<file path="src/rtl/edge_arb_pkg.sv">
// edge_arb_pkg: shared slot-state enum, default width and pointer-wrap helper for edge_event_arbiter
package edge_arb_pkg;
  typedef enum logic {EMPTY, HOLD} slot_state_e;
  localparam int DEF_WIDTH = 4;
  function automatic int next_ptr(input int idx, input int width);
    return (idx + 1 >= width) ? 0 : idx + 1;
  endfunction
endpackage

</file>
<file path="src/rtl/edge_event_arbiter_rr_pick.sv">
// rr_pick: combinational round-robin finder of the first set request at or after ptr
module rr_pick #(
  parameter int WIDTH = 4,
  localparam int IDW = $clog2(WIDTH)
) (
  input  logic [WIDTH-1:0] req,
  input  logic [IDW-1:0]   ptr,
  output logic             gnt_valid,
  output logic [IDW-1:0]   gnt_id,
  output logic [WIDTH-1:0] gnt_mask
);
  logic [WIDTH-1:0] rot;
  logic [IDW-1:0]   off;
  logic [IDW:0]     sum;
  assign rot = WIDTH'({req, req} >> ptr);
  // lowest set bit of the rotated request is the first candidate at or after ptr
  always_comb begin
    off = '0;
    for (int k = WIDTH - 1; k >= 0; k--)
      if (rot[k]) off = IDW'(k);
    sum = {1'b0, ptr} + {1'b0, off};
    gnt_id = (sum >= (IDW+1)'(WIDTH)) ? IDW'(sum - (IDW+1)'(WIDTH)) : sum[IDW-1:0];
    gnt_mask = WIDTH'(1) << gnt_id;
    gnt_valid = |req;
  end
endmodule

</file>
<file path="src/rtl/edge_event_arbiter.sv">
// edge_event_arbiter: per-bit rising-edge detector with round-robin valid/ready event issue; define EDGE_ARB_SVA_EN to compile embedded assertions
module edge_event_arbiter
  import edge_arb_pkg::*;
#(
  parameter int WIDTH = DEF_WIDTH,
  localparam int IDW = $clog2(WIDTH)
) (
  input  logic             clk,
  input  logic             rst,
  input  logic [WIDTH-1:0] sig_in,
  output logic             evt_valid,
  input  logic             evt_ready,
  output logic [IDW-1:0]   evt_id,
  output logic [WIDTH-1:0] pending,
  output logic             overflow
);
  slot_state_e      state, state_next;
  logic [WIDTH-1:0] prev, rise, load_mask, pending_next, gnt_mask;
  logic [IDW-1:0]   ptr, gnt_id;
  logic             gnt_valid, hs, free, load, ovf_next;

  rr_pick #(.WIDTH(WIDTH)) u_pick (
    .req      (pending),
    .ptr      (ptr),
    .gnt_valid(gnt_valid),
    .gnt_id   (gnt_id),
    .gnt_mask (gnt_mask)
  );

  assign evt_valid = (state == HOLD);

  // slot is free when empty or being consumed; a rise on a loading bit re-queues it as a new event
  always_comb begin
    rise = sig_in & ~prev;
    hs = evt_valid && evt_ready;
    free = !evt_valid || hs;
    load = free && gnt_valid;
    load_mask = load ? gnt_mask : '0;
    pending_next = (pending & ~load_mask) | rise;
    ovf_next = |(rise & pending & ~load_mask);
    state_next = free ? (gnt_valid ? HOLD : EMPTY) : HOLD;
  end

  // state, edge history, pending queue and slot contents
  always_ff @(posedge clk or posedge rst) begin
    if (rst) begin
      state <= EMPTY;
      prev <= '0;
      pending <= '0;
      ptr <= '0;
      evt_id <= '0;
      overflow <= 1'b0;
    end else begin
      state <= state_next;
      prev <= sig_in;
      pending <= pending_next;
      overflow <= ovf_next;
      if (load) begin
        evt_id <= gnt_id;
        ptr <= IDW'(next_ptr(int'(gnt_id), WIDTH));
      end
    end
  end

`ifdef EDGE_ARB_SVA_EN
  a_hold_stable: assert property (@(posedge clk) disable iff (rst)
    evt_valid && !evt_ready |=> evt_valid && $stable(evt_id));
  a_id_range: assert property (@(posedge clk) disable iff (rst) int'(evt_id) < WIDTH);
  a_ovf_cause: assert property (@(posedge clk) disable iff (rst) overflow |-> $past(|pending));
  for (genvar g = 0; g < WIDTH; g++) begin : g_rise
    a_rise_queued: assert property (@(posedge clk) disable iff (rst)
      $rose(sig_in[g]) |=> pending[g] || (evt_valid && int'(evt_id) == g));
  end
  // report each accepted event
  always @(posedge clk)
    if (!rst && hs) $info("edge_event_arbiter: issued id %0d", evt_id);
`endif
endmodule

</file>
<file path="config.mk">
export PLATFORM = sky130hd
export DESIGN_NAME = edge_event_arbiter
export DESIGN_NICKNAME = d
export VERILOG_FILES = /design/src/rtl/edge_arb_pkg.sv /design/src/rtl/edge_event_arbiter_rr_pick.sv /design/src/rtl/edge_event_arbiter.sv
export SDC_FILE = /design/constraint.sdc
export NUM_CORES = 1
export LEC_CHECK = 0
export CORE_ASPECT_RATIO = 0.75
export CORE_UTILIZATION = 40
export DETAILED_ROUTE_END_ITERATION = 12
export PLACE_DENSITY_LB_ADDON = 0.2
export SETUP_SLACK_MARGIN = 0.1
export SYNTH_ARGS = -nofsm -noshare
export SYNTH_HDL_FRONTEND = slang
export SYNTH_HIERARCHICAL = 1
export SYNTH_SLANG_ARGS = --single-unit
</file>
<file path="constraint.sdc">
create_clock -name clk -period 2.31 [get_ports clk]
set_input_delay 0.462 -clock clk [delete_from_list [all_inputs] [get_ports clk]]
set_output_delay 0.462 -clock clk [all_outputs]
set_load 0.1 [all_outputs]
</file>
==> out/results.txt <==
The die is 55.6 um wide. Clock skew on the completed layout was measured at 0.00280 ns. The cell that appears most often on the critical path is xnor2_4.

The routed design has 1810 um of wire. In the post-synthesis netlist, the cell with the most instances is dfrtp_1. The shortest clock period the worst path allows after layout was 2.28 ns.

The commonest register cell after synthesis was dfrtp_1. Number of sinks handled by clock tree synthesis: 14. Kind of path behind the tightest hold check: reg -> reg.

The run gives 0.28 ns as the clock latency on the worst-skew pair. Across all register-to-register paths, the minimum setup slack is 0.03 ns. The mapped netlist covers 863 um2.

The repair_antennas step left the layout with diodes totalling 0. For the worst setup path, the data arrival time is 2.45 ns. Synthesis inferred 14 register bits. The first TritonRoute pass finished after 4 iterations.

The number of buffers and inverters on the critical path was 2. Clock-pin slew was measured on the worst setup and hold paths at 0.09 ns. The number of port buffers came out at 14. TritonCTS built the clock tree. The final count of hold timing violations was 0; the data required time of the worst path was 2.48 ns. The count of nets left with antenna violations once routing finished came out at 0. After the last flow step, the layout net total stands at 122. In the final layout, the share of cells above drive strength 1 is 41.1%. The floorplan has 14 rows. The tools report the worst setup path startpoint as ptr[0].

In this run, placement finished with an instance count of 128. Launch instance of the worst register-to-register path: ptr[0]. Of the available clock period, the critical path in the final layout requires 98.6%. Ranked by instance count, the synthesized netlist is headed by dfrtp_1 (14), nand2_1 (9), inv_1 (6), mux2i_1 (6), o21ai_0 (6). The worst setup path is launched from a register.

The largest single stage delay on the critical path is 0.44 ns. Highest-delay cell along the critical path: dfrtp_2. The mean cell area of the mapped netlist came out at 10.0 um2.

Counting every instance in the synthesized netlist gives 86. The deepest level of the CTS H-tree is 1. After synthesis, flip-flops and latches occupy 40.6% of the total area.

The all-layer global routing usage is 17.4%, and the area of placed instances is 0.00106 mm2. The area share of the largest cell type after synthesis was 40.6%. With fillers left out, the area of the finished cells amounts to 0.00119 mm2. The flow ran to the end, and the final reports show no timing, DRC or antenna violations. The tools report the launch instance of the worst min-delay path as prev[1].

The number of buffers on the longest clock path came out at 2. The transition time at the pin with the least slew margin was 0.532 ns. The top fanout value on the critical path came out at 8.

The final count of pins violating max slew was 0. Yosys attributes the largest share of cell area to dfrtp_1 (41%), mux2i_1 (7.0%), nand2_1 (3.9%). Summed over all nets, the half-perimeter wirelength after detailed placement is 1400 um. Yosys mapped the design onto 34 distinct sky130hd cell types. The critical path capture point is ptr[1]. The die covers 0.00235 mm2. Of all flip-flops after synthesis, the portion carrying an async set or reset was 100%. The number of buffers inserted for hold repair after clock tree synthesis was 0.

The run gives 15 as the number of primary I/O pins. The first global-routing pass estimated 3020 um of wire. The number of cells on the worst reg-to-reg path is 10.

After global routing the overflow that remains totals 0. Number of nets in the synthesized netlist: 95. Walking the worst path, the cells encountered are inv_1 -> nor3b_2 -> a21oi_1 -> o211ai_1 -> ha_2 -> xnor2_4 -> buf_4 -> xnor2_4 -> ha_1 -> mux2_1. The worst register-to-register path ends at ptr[1]. In the routed layout, each cell is associated on average with a via count of 5.18. In the routed design, unresolved DRC markers number 0. Number of global-route vias before repair: 686. In the final routed layout, each cell accounts on average for 13.3 um. The logs give 3 for the clock buffer count from CTS and 136 for the final cell count without fillers. The Yosys step of the flow raised 6 warnings. The final-layout fill cell count is 180, and the final weighted congestion of routability-driven global placement is 0.739.

The run gives 15 as the largest net degree at the start of global routing. In this run the clock root is driven by a clkbuf_4. The initial standard-cell utilization of the core was 42.9%. The area of the core is 0.00201 mm2.

The synthesized design contains 0 enable-type register cells. The gate family responsible for the most delay along the worst path is adder cells. The logs give 439 MHz for the maximum clock rate and 0 for the max-capacitance violation count. Largest area contributor in the synthesized netlist: dfrtp_1. The layout overhead on the synthesized area is 38.1%, and the via count is 704. The initial antenna violation count came out at 0.

The kind of critical path was reg -> reg. For this block, the initial DRC count from the detailed router was 13. Setup repair after global routing could not meet its margin everywhere.

The die is 42.2 um tall. The tools report the element type at the critical path end as a register. The run gives 0 as the number of endpoints failing setup at the final stage.

The remaining max-slew budget at the tightest pin was 64.5%; the total stage count of the critical path was 10.
-- layout make-up --
class	count	area [um2]	area share [%]
repair buffers	24	195	16.4
well taps	24	30.0	2.52
inverters	6	22.5	1.89
clock buffers	4	36.3	3.04
flip-flops and latches	14	362	30.3
multi-input cells	64	547	45.9
-- layout by cell type, fill, tap and decap left out, types with 2 or more instances in the layout --
| master | netlist | routed |
|---|---|---|
| nand2b_1 | 2 | 2 |
| inv_1 | 6 | 6 |
| dfrtp_1 | 14 | 9 |
| nand2_1 | 9 | 9 |
| a21oi_1 | 3 | 3 |
| nand3b_1 | 2 | 2 |
| mux2_1 | 3 | 3 |
| o21ai_2 | 1 | 3 |
| dfrtp_4 | 0 | 2 |
| buf_4 | 0 | 18 |
| or2b_1 | 2 | 2 |
| o21ai_1 | 1 | 4 |
| dfrtp_2 | 0 | 3 |
| nand3_1 | 2 | 2 |
| nor2_1 | 4 | 2 |
| mux2i_1 | 6 | 6 |
| clkbuf_4 | 0 | 3 |
| xnor2_4 | 0 | 2 |
| clkdlybuf4s50_1 | 0 | 6 |
-- worst min-delay path by stage --
| stage | to | slack, ns | cells past startpoint |
|---|---|---|---|
| CTS | pending[3] | 0.44 | 1 |
| finish | pending[1] | 0.44 | 1 |
| global route | pending[3] | 0.45 | 1 |
| global placement | pending[1] | 0.42 | 1 |
| detailed placement | pending[1] | 0.42 | 1 |
| floorplan | evt_id[0] | 0.35 | 1 |
-- sequential cells by signal, indices dropped and copies added, names as in the netlist --
name and flops:
overflow 1, prev 4, pending 4, evt_id 2
ptr 2, evt_valid 1
-- routing by layer --
metal,global-route usage (%),vias to the layer above,part of all wire [%]
met3,6.48,2,4.3
met4,6.00,0,1.1
met2,27.0,13,46
met1,22.6,332,49
li1,-,357,-
met5,0,-,0
-- metrics by stage --
| step | hold WS [ns] | utilization (%) | worst slack (ns) | TNS, ns |
|---|---|---|---|---|
| final | 0.438 | 59.2 | 0.0326 | 0 |
| after global routing | 0.452 | 59.2 | -0.126 | -0.261 |
| after CTS | 0.439 | 57.3 | 0.0562 | 0 |
| after detailed placement | 0.424 | 52.8 | -0.0649 | -0.0935 |
| after global placement | 0.422 | 52.8 | 0.0197 | 0 |
| after floorplan | 0.351 | - | -0.0980 | -0.224 |
-- what timing repair did --
action                                  in CTS  in global routing
resized for setup                            6                  6
buffers inserted                             3                  1
endpoints found under the hold margin        0                  0
pin swaps                                    3                  4
endpoints found under the setup margin       4                  6
-- cell families after synthesis --
group                    after synthesis  synth area share (%)
multiplexers                           9                  10.9
flip-flops                            14                  40.6
AND/OR/NAND/NOR                       34                  22.6
adder cells (fa/ha/maj)                2                  2.90
AO/OA/AOI/OAI                         17                  15.8
XOR/XNOR                               2                  2.03
buffers and inverters                  8                  5.22
Power is not shown: default switching activity piles up to over one toggle a cycle in this logic, so the estimate is an artifact.
